`config.mk`:
```
export PLATFORM = sky130hd
export DESIGN_NAME = can_reg_arbiter_flat
export DESIGN_NICKNAME = d
export VERILOG_FILES = /design/src/rtl/can_reg_arbiter_pkg.sv /design/src/rtl/can_reg_arbiter_if.sv /design/src/rtl/can_reg_arbiter_rr_pick.sv /design/src/rtl/can_reg_arbiter.sv /design/src/flat_wrapper.sv
export SDC_FILE = /design/constraint.sdc
export NUM_CORES = 1
export LEC_CHECK = 0
export CAP_MARGIN = 10
export CORE_AREA = 4 4 81 83
export CTS_BUF_LIST = sky130_fd_sc_hd__clkbuf_4
export DETAILED_ROUTE_END_ITERATION = 10
export DIE_AREA = 0 0 85 87
export GPL_TIMING_DRIVEN = 1
export PLACE_DENSITY = 0.7
export SETUP_SLACK_MARGIN = 0.02
export SLEW_MARGIN = 5
export SYNTH_ARGS = -nofsm -noshare
export SYNTH_HDL_FRONTEND = slang
export SYNTH_HIERARCHICAL = 1
export SYNTH_SLANG_ARGS = --single-unit
```
`constraint.sdc`:
```
create_clock -name aclk -period 1.7 [get_ports aclk]
set_input_delay 0.34 -clock aclk [delete_from_list [all_inputs] [get_ports aclk]]
set_output_delay 0.34 -clock aclk [all_outputs]
set_load 0.02 [all_outputs]
```
`src/rtl/can_reg_arbiter_pkg.sv`:
```
// -----------------------------------------------------------------------------
// can_arb_pkg
// Shared types and constants for the CAN register-port arbiter:
//   state_e      - arbiter FSM states (IDLE, ISSUE)
//   req_idx_t    - requester index (0 = host bus bridge, 1 = RX drain engine)
//   NUM_REQ      - number of requesters sharing the register port
//   LOCK_CNT_W   - lock counter width for the default LOCK_MAX
//   lock_cnt_width() - lock counter width for an arbitrary LOCK_MAX
// -----------------------------------------------------------------------------
package can_arb_pkg;

    typedef enum logic {
        IDLE  = 1'b0,
        ISSUE = 1'b1
    } state_e;

    typedef logic req_idx_t;

    localparam int NUM_REQ      = 2;
    localparam int LOCK_MAX_DEF = 16;
    localparam int LOCK_CNT_W   = $clog2(LOCK_MAX_DEF + 1);

    // Counter must be able to hold the value LOCK_MAX itself.
    function automatic int lock_cnt_width(input int lock_max);
        return $clog2(lock_max + 1);
    endfunction

endpackage

```
`src/rtl/can_reg_arbiter_if.sv`:
```
// -----------------------------------------------------------------------------
// can_reg_arbiter_if
// Bundles the requester-side and register-file-side signals of the arbiter.
//   Requester side : req_i, we_i, addr0_i, addr1_i, wdata0_i, wdata1_i, lock_i
//                    -> ack_o, rvalid_o, rdata_o
//   Register side  : reg_re_o, reg_we_o, reg_addr_read_o, reg_addr_write_o,
//                    reg_data_in_o <- reg_data_out_i
// Modports:
//   slave  - the arbiter's view
//   master - the view of the surrounding logic (requesters + register file)
// -----------------------------------------------------------------------------
interface can_reg_arbiter_if
    import can_arb_pkg::*;
#(
    parameter int AW = 8
);
    logic [NUM_REQ-1:0] req_i;
    logic [NUM_REQ-1:0] we_i;
    logic [AW-1:0]      addr0_i;
    logic [AW-1:0]      addr1_i;
    logic [7:0]         wdata0_i;
    logic [7:0]         wdata1_i;
    logic [NUM_REQ-1:0] lock_i;
    logic [NUM_REQ-1:0] ack_o;
    logic [NUM_REQ-1:0] rvalid_o;
    logic [7:0]         rdata_o;
    logic               reg_re_o;
    logic               reg_we_o;
    logic [AW-1:0]      reg_addr_read_o;
    logic [AW-1:0]      reg_addr_write_o;
    logic [7:0]         reg_data_in_o;
    logic [7:0]         reg_data_out_i;

    modport slave (
        input  req_i, we_i, addr0_i, addr1_i, wdata0_i, wdata1_i, lock_i,
        input  reg_data_out_i,
        output ack_o, rvalid_o, rdata_o,
        output reg_re_o, reg_we_o, reg_addr_read_o, reg_addr_write_o, reg_data_in_o
    );

    modport master (
        output req_i, we_i, addr0_i, addr1_i, wdata0_i, wdata1_i, lock_i,
        output reg_data_out_i,
        input  ack_o, rvalid_o, rdata_o,
        input  reg_re_o, reg_we_o, reg_addr_read_o, reg_addr_write_o, reg_data_in_o
    );

endinterface

```
`src/rtl/can_reg_arbiter_rr_pick.sv`:
```
// -----------------------------------------------------------------------------
// can_arb_rr_pick
// Combinational winner selection for the two-requester register arbiter.
//   req        in  2   current requests
//   last_grant in  1   requester granted most recently
//   lock_held  in  1   last_grant had lock asserted during its strobe cycle
//   lock_cnt   in  CW  consecutive lock wins taken so far
//   winner     out 1   selected requester (meaningful only when req != 0)
// -----------------------------------------------------------------------------
module can_arb_rr_pick
    import can_arb_pkg::*;
#(
    parameter int LOCK_MAX = 16,
    parameter int CW       = 5
) (
    input  logic [NUM_REQ-1:0] req,
    input  req_idx_t           last_grant,
    input  logic               lock_held,
    input  logic [CW-1:0]      lock_cnt,
    output req_idx_t           winner
);

    always_comb begin
        winner = last_grant;
        case (req)
            2'b01:   winner = 1'b0;
            2'b10:   winner = 1'b1;
            // Contention: the lock holder keeps the port until its budget is
            // spent, otherwise ownership alternates.
            2'b11:   winner = (lock_held && (lock_cnt < CW'(LOCK_MAX))) ? last_grant
                                                                        : ~last_grant;
            default: winner = last_grant;
        endcase
    end

endmodule

```
`src/rtl/can_reg_arbiter.sv`:
```
// -----------------------------------------------------------------------------
// can_reg_arbiter
// Shares the CAN core's single 8-bit register port between the host bus
// bridge (requester 0) and the RX-buffer drain engine (requester 1). Each
// access produces exactly one single-cycle re/we strobe, so side-effecting
// reads of status/interrupt registers happen once. Read data is registered.
//   aclk   in  clock
//   arstn  in  asynchronous active-low reset
//   bus    slave modport of can_reg_arbiter_if (requester + register signals)
// Timing: request sampled in IDLE at cycle N, strobe + ack at N+1,
// rvalid + rdata at N+2 (reads only). One access every two cycles.
// -----------------------------------------------------------------------------
module can_reg_arbiter
    import can_arb_pkg::*;
#(
    parameter int LOCK_MAX = 16,
    parameter int AW       = 8
) (
    input  logic             aclk,
    input  logic             arstn,
    can_reg_arbiter_if.slave bus
);

    localparam int CW = lock_cnt_width(LOCK_MAX);

    state_e             state_q, state_d;
    req_idx_t           last_grant_q;
    req_idx_t           winner;
    logic               lock_held_q;
    logic [CW-1:0]      lock_cnt_q;
    logic               lock_win;
    logic               grant;
    logic               issue;

    req_idx_t           cmd_id_p0;
    logic               cmd_we_p0;
    logic [AW-1:0]      cmd_addr_p0;
    logic [7:0]         cmd_wdata_p0;

    req_idx_t           rd_id_p1;
    logic               vld_p1;
    logic [7:0]         rdata_p1;

    can_arb_rr_pick #(
        .LOCK_MAX (LOCK_MAX),
        .CW       (CW)
    ) u_pick (
        .req        (bus.req_i),
        .last_grant (last_grant_q),
        .lock_held  (lock_held_q),
        .lock_cnt   (lock_cnt_q),
        .winner     (winner)
    );

    assign grant = (state_q == IDLE) && (|bus.req_i);
    assign issue = (state_q == ISSUE);
    // Under contention the previous owner can only win again via the lock.
    assign lock_win = (&bus.req_i) && (winner == last_grant_q);

    always_ff @(posedge aclk or negedge arstn) begin
        if (!arstn) begin
            state_q <= IDLE;
        end else begin
            state_q <= state_d;
        end
    end

    always_comb begin
        state_d = state_q;
        case (state_q)
            IDLE:    if (|bus.req_i) state_d = ISSUE;
            ISSUE:   state_d = IDLE;
            default: state_d = IDLE;
        endcase
    end

    // Stage p0: latch the winning command and update arbitration history.
    always_ff @(posedge aclk or negedge arstn) begin
        if (!arstn) begin
            last_grant_q <= 1'b1;
            lock_cnt_q   <= '0;
            lock_held_q  <= 1'b0;
            cmd_id_p0    <= 1'b0;
            cmd_we_p0    <= 1'b0;
            cmd_addr_p0  <= '0;
            cmd_wdata_p0 <= '0;
        end else begin
            if (grant) begin
                cmd_id_p0    <= winner;
                cmd_we_p0    <= bus.we_i[winner];
                cmd_addr_p0  <= winner ? bus.addr1_i  : bus.addr0_i;
                cmd_wdata_p0 <= winner ? bus.wdata1_i : bus.wdata0_i;
                last_grant_q <= winner;
                lock_cnt_q   <= lock_win ? (lock_cnt_q + CW'(1)) : '0;
            end
            // Lock intent is taken from the owner's strobe cycle.
            if (issue) begin
                lock_held_q <= bus.lock_i[cmd_id_p0];
            end
        end
    end

    // Stage p1: capture read data at the end of the strobe cycle.
    always_ff @(posedge aclk or negedge arstn) begin
        if (!arstn) begin
            vld_p1   <= 1'b0;
            rd_id_p1 <= 1'b0;
            rdata_p1 <= '0;
        end else begin
            vld_p1 <= issue && !cmd_we_p0;
            if (issue && !cmd_we_p0) begin
                rd_id_p1 <= cmd_id_p0;
                rdata_p1 <= bus.reg_data_out_i;
            end
        end
    end

    // Strobes decode straight from the state register so an async reset
    // removes them immediately.
    assign bus.reg_we_o         = issue &&  cmd_we_p0;
    assign bus.reg_re_o         = issue && !cmd_we_p0;
    assign bus.reg_addr_read_o  = cmd_addr_p0;
    assign bus.reg_addr_write_o = cmd_addr_p0;
    assign bus.reg_data_in_o    = cmd_wdata_p0;
    assign bus.ack_o            = issue  ? (2'b01 << cmd_id_p0) : 2'b00;
    assign bus.rvalid_o         = vld_p1 ? (2'b01 << rd_id_p1)  : 2'b00;
    assign bus.rdata_o          = rdata_p1;

endmodule

```
`src/flat_wrapper.sv`:
```
// flat-port wrapper written by rule: the top's interface ports become plain ports
module can_reg_arbiter_flat import can_arb_pkg::*;
#(
    parameter int LOCK_MAX = 16,
    parameter int AW       = 8
)
  (aclk, arstn, bus_req_i, bus_we_i, bus_addr0_i, bus_addr1_i, bus_wdata0_i, bus_wdata1_i, bus_lock_i, bus_reg_data_out_i, bus_ack_o, bus_rvalid_o, bus_rdata_o, bus_reg_re_o, bus_reg_we_o, bus_reg_addr_read_o, bus_reg_addr_write_o, bus_reg_data_in_o);
  can_reg_arbiter_if #(.AW(AW)) bus_i ();
  input  logic aclk;
  input  logic arstn;
  input wire logic [$bits(bus_i.req_i)-1:0] bus_req_i;
  input wire logic [$bits(bus_i.we_i)-1:0] bus_we_i;
  input wire logic [$bits(bus_i.addr0_i)-1:0] bus_addr0_i;
  input wire logic [$bits(bus_i.addr1_i)-1:0] bus_addr1_i;
  input wire logic [$bits(bus_i.wdata0_i)-1:0] bus_wdata0_i;
  input wire logic [$bits(bus_i.wdata1_i)-1:0] bus_wdata1_i;
  input wire logic [$bits(bus_i.lock_i)-1:0] bus_lock_i;
  input wire logic [$bits(bus_i.reg_data_out_i)-1:0] bus_reg_data_out_i;
  output wire logic [$bits(bus_i.ack_o)-1:0] bus_ack_o;
  output wire logic [$bits(bus_i.rvalid_o)-1:0] bus_rvalid_o;
  output wire logic [$bits(bus_i.rdata_o)-1:0] bus_rdata_o;
  output wire logic [$bits(bus_i.reg_re_o)-1:0] bus_reg_re_o;
  output wire logic [$bits(bus_i.reg_we_o)-1:0] bus_reg_we_o;
  output wire logic [$bits(bus_i.reg_addr_read_o)-1:0] bus_reg_addr_read_o;
  output wire logic [$bits(bus_i.reg_addr_write_o)-1:0] bus_reg_addr_write_o;
  output wire logic [$bits(bus_i.reg_data_in_o)-1:0] bus_reg_data_in_o;
  assign bus_i.req_i = bus_req_i;
  assign bus_i.we_i = bus_we_i;
  assign bus_i.addr0_i = bus_addr0_i;
  assign bus_i.addr1_i = bus_addr1_i;
  assign bus_i.wdata0_i = bus_wdata0_i;
  assign bus_i.wdata1_i = bus_wdata1_i;
  assign bus_i.lock_i = bus_lock_i;
  assign bus_i.reg_data_out_i = bus_reg_data_out_i;
  assign bus_ack_o = bus_i.ack_o;
  assign bus_rvalid_o = bus_i.rvalid_o;
  assign bus_rdata_o = bus_i.rdata_o;
  assign bus_reg_re_o = bus_i.reg_re_o;
  assign bus_reg_we_o = bus_i.reg_we_o;
  assign bus_reg_addr_read_o = bus_i.reg_addr_read_o;
  assign bus_reg_addr_write_o = bus_i.reg_addr_write_o;
  assign bus_reg_data_in_o = bus_i.reg_data_in_o;
  can_reg_arbiter #(.LOCK_MAX(LOCK_MAX), .AW(AW)) u_core (.aclk(aclk), .arstn(arstn), .bus(bus_i));
endmodule
```
* Word level (Yosys, flattened, before mapping) *
Index checks and enable logic that the tools add are counted.

storage, ports and cells
  input bits = 48
  bits in registers = 36

cells by class
  bitwise gates (word level) = 2
  eq/ne operators = 4
  mux-type cells = 13
  order comparisons = 3
  shift-type cells = 2
  reduce and logical (&&, ||, !) cells = 8
  add/subtract/negate cells = 1

operators by type and width
  operator             count
  $mux 8               2
  $mux 1               6
  $add 5x1->5 const B  1
  $logic_and 1x1->1    5
  $lt 5x5->1 const B   1
  $mux 5               1
  $eq 2x2->1 const B   2
  $lt 1x2->1 const B   2
  $mux 2               2
  $shl 1x1->2 const A  2
  $pmux 1 s3           1
  $eq 2x1->1 const B   1
  $not 1->1            2
  $pmux 1 s2           1
  $reduce_and 2->1     1
  $reduce_or 2->1      1
  $eq 1x1->1           1
  $logic_not 1->1      1

* Depth between registers and ports, before layout *
Gate-level depths: netlist (run 1).

  depth in word-level cells = 7
  gate-level depth with buffers = 6
  gate-level depth less buffers = 5

* Cells and area by module *
The synthesis (run 1) kept the hierarchy.

by module, submodules not included
  module           area each (sq um)  instances  cells each
  can_reg_arbiter  1649.1             1          142
  can_arb_rr_pick  40.0               1          5

* Worst setup path after synthesis (run 1) *
Ideal clock, no wire load.

  kind = reg-to-reg
  start point = register u_core.last_grant_q
  end point = register u_core.cmd_addr_p0[0] (netlist: u_core/bus.reg_addr_read_o[0])
  required time = 1.567 ns
  library setup time = 0.133 ns
  slack = 0.176 ns
  period minus slack after synthesis = 1.524 ns
  data arrival time = 1.391 ns
  cell stages (with the launch flop) = 7
  path through = dfstp_2 > nor2_1 > o221ai_2 > buf_4 > buf_6 > mux2i_1 > o21ai_0

between the ends
  cells in the longest elaborated chain, start to end = 4

RTL lines
  what                    line                           text
  from (decl)             can_reg_arbiter.sv:27          req_idx_t last_grant_q;
  from (signal assigned)  can_reg_arbiter.sv:93          last_grant_q <= winner;
  $not 1->1               can_reg_arbiter_rr_pick.sv:31  : ~last_grant;
  $mux 1                  can_reg_arbiter_rr_pick.sv:30  2'b11: winner = (lock_held && (lock_cnt < CW'(LOCK_MAX))) ? last_grant
  $pmux 1 s3 (*)          can_reg_arbiter_rr_pick.sv:25  case (req)
  net u_core.winner       can_reg_arbiter.sv:28          req_idx_t winner;
  $mux 8 (*)              can_reg_arbiter.sv:91          cmd_addr_p0 <= winner ? bus.addr1_i : bus.addr0_i;
  to (signal assigned)    can_reg_arbiter.sv:91
  to (decl)               can_reg_arbiter.sv:37          logic [AW-1:0] cmd_addr_p0;

Mark *: on every way through the listed nets, which the timed path passes. The rest lies on a longest branch.
A chain may end at the register's enable or synchronous reset.

* Worst setup path after layout (run 1) *
  start point = input port bus_req_i[1]
  end point = register u_core.lock_cnt_q[0]

between the ends
  cells in the longest elaborated chain, start to end = 5
  elaborated cells on any way between the ends = 10
  classes of those cells = eq/ne: 4; mux: 2; reduce/logical: 4

RTL lines
  what                                      line                           text
  from (decl)                               flat_wrapper.sv:11             input wire logic [$bits(bus_i.req_i)-1:0] bus_req_i;
  $eq 2x2->1 or $eq 2x1->1 (tied branches)  can_reg_arbiter_rr_pick.sv:25
  $pmux 1 s3 (*)                            can_reg_arbiter_rr_pick.sv:25
  net u_core.winner                         can_reg_arbiter.sv:28
  $eq 1x1->1 (*)                            can_reg_arbiter.sv:58          assign lock_win = (&bus.req_i) && (winner == last_grant_q);
  $logic_and 1x1->1 (*)                     can_reg_arbiter.sv:58
  $mux 5 (*)                                can_reg_arbiter.sv:94          lock_cnt_q <= lock_win ? (lock_cnt_q + CW'(1)) : '0;
  to (signal assigned)                      can_reg_arbiter.sv:94
  to (decl)                                 can_reg_arbiter.sv:30          logic [CW-1:0] lock_cnt_q;

Marked as above.

==> run metrics, run 1 <==
die height around 87 microns; number of vias per cell between 4 and 5; Final Core Density 45.8%; hold crit path type in2async; share of Yosys cell area claimed by the top area cell type 51.9%; RSZ-0062 raised after global routing false; status finished, final reports clean; non-filler cells, final 313; ratio of cells with drive above 1 in the final layout between 15 and 20%; area grow syn2layout 58.7%; area leader, netlist dfrtp_1; Post-Route Skew 0.0147 ns; Final nets 286; first-pass GRT wire length 6690 microns; # rows 28; die width 85 microns; pwr dens 1210 mW/mm^2; IO Count 86; grt ovf 0; CTS sink count 36; All-Layer GR Usage 11.2%; drc violations 0; pin count of the biggest net entering global routing 25; Seq/Total Area, Yosys 53.4%; Cell Area, Synth 0.00169 sq mm; critical path class in2reg; DR iter-0 viols 35; crit start category primary input; Final Slew Violations 0; n_diodes 0; dpl cells between 300 and 400; Mapped Nets 196; WL per Instance 12.6 microns; Core Area roughly 0.006 sq mm; most frequent cell after synthesis dfrtp_1; endpoints failing setup 0; Avg Cell Area, Syn approximately 11 sq um; Routed Antenna Nets 0; die area 0.00740 sq mm; R2R Path Start u_core/last_grant_q$_DFFE_PN1P_; number of synthesized flops with an enable pin 0; TritonCTS clock tree built; Peak Freq 612 MHz; Synth async-reset ratio between 90% and 100%; yosys warns 6; CTS root buffer clkbuf_4; crit path from bus_req_i[1]; TritonCTS Buffers 5; worst vdd ir 0.534 mV; top_reg_cell synth dfrtp_1; crit path DAT 1.85 ns; Worst Setup End Kind register; final RePlAce weighted congestion 0.727; worst-path fanout max 5; estimated wirelength of the detail-placed design 3040 microns; Tmin final 1.63 ns; max-cap check violation count 0; worst skew pair latency around 0.33 ns; Synth Register Bits 36; PortBufs between 80 and 90; Synth area leaders dfrtp_1 52%, mux2i_1 11%, mux2_2 8.0%; Leak 1.33 nW; htree depth 2; commonest cells in the netlist 35 x dfrtp_1, 18 x mux2i_1, 18 x o21ai_0, 17 x nand2_1, 12 x mux2_2; synth unique cells 27; Final period util 96.1%; Synth Instances 147; Hold Fails Final Rpt 0; Starting Density between 20% and 30%; initial antenna violation count 0; final wirelength 3950 microns; DR vias 1377; clock-pin slew on the worst setup and hold paths 0.11 ns; worst endpoint required time 1.91 ns; Slew HR 68.4%; DRT Pass-1 Iters 4; Clock Tree Buf Depth 2; vias in the first global route 1477; Slew @ Worst Pin 0.474 ns
[path summary, 6_finish.rpt]
kind                                                           endpoint  slack [ns]  depth (start not counted)
worst min-delay path            u_core/bus.reg_data_in_o[0]$_DFFE_PN0P_        0.48                          2
worst min register to register  u_core/bus.reg_data_in_o[3]$_DFFE_PN0P_        0.49                          2
min in group aclk               u_core/bus.reg_data_in_o[3]$_DFFE_PN0P_        0.49                          2
max in group asynchronous               u_core/last_grant_q$_DFFE_PN1P_        0.66                          3
worst max register to register         u_core/lock_cnt_q[0]$_DFFE_PN0P_        0.09                          5
worst max-delay path                   u_core/lock_cnt_q[0]$_DFFE_PN0P_        0.07                          6
[cell type report]
class,instances,area [sq um]
Tap cell,75,93.8
Multi-Input combinational cell,94,674
Fill cell,581,3170
Inverter,2,7.51
Sequential cell,36,902
Timing Repair Buffer,98,952
Clock inverter,3,13.8
Clock buffer,5,37.5
[repair_timing]
item,in CTS,in global routing
gates resized for setup,27,14
hold buffers,1,0
buffers inserted,2,0
setup endpoints to repair,27,13
hold endpoints to repair,18,0
[logic make-up (layout without fill, tap and decap cells)]
group / count (synthesis) / in the layout / synth area share (%)
adders and majority gates: 1 / 1 / 0.741
buffers and inverters: 17 / 108 / 6.67
and+or+nand+nor: 34 / 34 / 10.0
DFF: 36 / 36 / 53.4
muxes: 30 / 30 / 18.7
AOI/OAI and AO/OA: 28 / 28 / 10.0
xor gates and xnor gates: 1 / 1 / 0.519
[placed cells by master, fill, tap and decap left out, types with 2 or more instances in the layout]
master,n
mux2_2,12
nor2b_1,4
clkdlybuf4s50_1,46
or3_1,3
clkinv_2,2
dlygate4sd2_1,26
nor2_1,2
dfrtp_1,35
a21oi_1,4
clkbuf_4,5
mux2i_1,18
inv_1,2
nand2_1,17
nand3_1,2
buf_4,10
dlymetal6s2s_1,11
o21ai_1,2
and2_1,3
o21ai_0,18
[stage by stage]
step	cell area, sq um	power [mW]	setup TNS [ns]	hold WS [ns]	worst slack [ns]
global placement	2610	2.95	-3.64	0.316	-0.207
finish	2680	3.25	0	0.481	0.0658
floorplan	1690	2.24	0	0.0444	0.176
detailed placement	2610	2.98	-4.49	0.330	-0.259
CTS	2650	3.34	0	0.473	0.0162
global route	2680	3.49	0	0.511	0.0398
[power by group]
part           leakage, nW  switching [mW]  total (mW)  internal [mW]
Combinational        0.853           0.780        1.55          0.771
Sequential           0.440           0.158        1.27           1.12
Clock               0.0324           0.272       0.423          0.152
Total                 1.33            1.21        3.25           2.04
[layer usage]
metal | global-route usage, % | share of wire, % | vias to the layer above
met4 | 3.45 | 1.3 | 0
met2 | 18.9 | 47 | 58
met1 | 13.0 | 42 | 631
met5 | 0 | 0 | -
li1 | - | - | 682
met3 | 4.64 | 9.6 | 6
[state kept, by name (all words and copies together), names as in the netlist]
name	cells
u_core/bus.rdata_o	8
u_core/bus.reg_addr_read_o	8
u_core/last_grant_q	1
u_core/issue	1
u_core/lock_cnt_q	5
u_core/cmd_we_p0	1
u_core/cmd_id_p0	1
u_core/rd_id_p1	1
u_core/vld_p1	1
u_core/bus.reg_data_in_o	8
u_core/lock_held_q	1
[critical path: stages]
cell and delay (ns):
clkdlybuf4s50_1 0.55, nand2b_1 0.10, o221ai_2 0.24, xnor2_1 0.13
and4b_1 0.22, mux2_2 0.26
No activity file was read; power rests on OpenSTA's default activity.
==> inputs of run 2 (changes only) <==
Settings changed: HOLD_SLACK_MARGIN set to 0.06.
==> results of run 2 <==
The final DEF is identical to that of run 1; final timing and power are the same.
==> inputs of run 3 (changes only) <==
Settings changed: CTS_BUF_LIST sky130_fd_sc_hd__clkbuf_4 to sky130_fd_sc_hd__clkbuf_2, CTS_CLUSTER_DIAMETER set to 150.
==> run metrics, run 3 (same netlist as run 1, synthesis figures left out) <==
hold_ws 0.421 ns; final RePlAce weighted congestion about 0.73; pwr dens 1200 mW/mm^2; worst-path fanout max 5; final worst setup slack 0.0849 ns; commonest non-fill, non-tap cell in the layout clkdlybuf4s50_1; worst endpoint required time 1.96 ns; first-pass GRT wire length 6710 microns; worst vdd ir about 0.50 mV; worst skew pair latency 0.37 ns; crit path DAT 1.87 ns; area grow syn2layout 57.0%; Setup TNS 0 ns; endpoints failing setup 0; DRT Pass-1 Iters 4; Final Core Density 45.3%; Worst path max stage delay 0.60 ns; clock-pin slew on the worst setup and hold paths 0.19 ns; crit start category register; Leak 1.25 nW; DP Area 0.00261 sq mm; TritonCTS Buffers 5; All-Layer GR Usage 11.3%; Peak Freq 619 MHz; ratio of cells with drive above 1 in the final layout 17.8%; crit path from u_core/last_grant_q$_DFFE_PN1P_; vias in the first global route about 1500; Worst Path Buf+Inv 0; Tmin final 1.62 ns; grt ovf 0; DR vias 1397; Final Slew Violations 0; fin area 0.00265 sq mm; Slew @ Worst Pin 0.470 ns; drc violations 0; estimated wirelength of the detail-placed design 3040 microns; Clock Tree Buf Depth 2; PortBufs 85; Final period util 95.0%; non-filler cells, final 316; DR iter-0 viols 36; TritonCTS clock tree built; n_diodes 0; initial antenna violation count 0; die width 85 microns; Hold Fails Final Rpt 0; Setup WS pre-CTS -0.259 ns; Core Area about 0.0059 sq mm; status finished, final reports clean; Final nets 289; IO Count 86; power after layout between 3 and 4 mW; crit-path cells nand2b_1, o221ai_2, xnor2_1, and4b_1, mux2_2; fill count 585; Worst R2R Path Depth 5; R2R Path Start u_core/last_grant_q$_DFFE_PN1P_; WL per Instance between 10 and 15 microns; CTS root buffer clkbuf_2; Starting Density 28.9%; CTS sink count 36; Reg-to-Reg End u_core/lock_cnt_q[0]$_DFFE_PN0P_; final wirelength 3960 microns; crit path max-delay cell type dfstp_2; number of vias per cell 4.42; Worst Setup End Kind register; max-cap check violation count 0; commonest non-fill, non-tap cells in the layout 46 x clkdlybuf4s50_1, 35 x dfrtp_1, 34 x dlygate4sd2_1; slack of the worst reg-to-reg path 0.08 ns; htree depth 2; die area 0.00740 sq mm; Routed Antenna Nets 0; dpl cells ~300; Slew HR between 60% and 70%; Post-Route Skew 0.0240 ns; die height 87 microns; critical path class reg2reg; RSZ-0062 raised after global routing false; crit-path leading delay family flip-flops; pin count of the biggest net entering global routing 25; hold crit path type in2async; # rows 28
run 3: report_power, final:
part	leakage, nW	internal [mW]	switching, mW
clock network	0.0302	0.0925	0.278
registers	0.440	1.11	0.156
logic	0.777	0.744	0.790
total	1.25	1.95	1.22
run 3: worst reg2reg max path: stages, from the launching register on:
cell	delay [ns]
dfstp_2	0.60
nand2b_1	0.14
o221ai_2	0.14
xnor2_1	0.16
and4b_1	0.22
mux2_2	0.26
run 3: final cells by class:
cell class / instances / area [sq um] / area share, %
timing repair buffer: 101 / 928 / 35.0
sequential: 36 / 902 / 34.0
multi-input combinational: 94 / 682 / 25.7
tap: 75 / 93.8 / 3.54
clock buffer: 5 / 25.0 / 0.943
clock inverter: 3 / 13.8 / 0.519
inverter: 2 / 7.51 / 0.283
run 3: layer usage:
metal | GRT usage [%] | part of all wire (%)
met4 | 3.45 | 1.2
met5 | 0 | 0
met1 | 13.0 | 42
met2 | 19.1 | 47
met3 | 4.64 | 9.4
run 3: worst max-delay path by stage:
stage | to | slack, ns | depth (start not counted)
final | u_core/lock_cnt_q[0]$_DFFE_PN0P_ | 0.08 | 5
after global routing | bus_rvalid_o[0] | 0.03 | 2
after CTS | bus_reg_re_o | 0.03 | 3
after detailed placement | u_core/cmd_we_p0$_DFFE_PN0P_ | -0.26 | 6
after global placement | u_core/bus.reg_addr_read_o[1]$_DFFE_PN0P_ | -0.21 | 6
after floorplan | u_core/bus.reg_addr_read_o[0]$_DFFE_PN0P_ | 0.18 | 6
run 3: timing repair:
action | 4_1_cts | 5_1_grt
setup buffers | 4 | 1
endpoints found under the setup margin | 38 | 6
endpoints found under the hold margin | 18 | 0
resized for setup | 42 | 10
hold buffers | 1 | 0
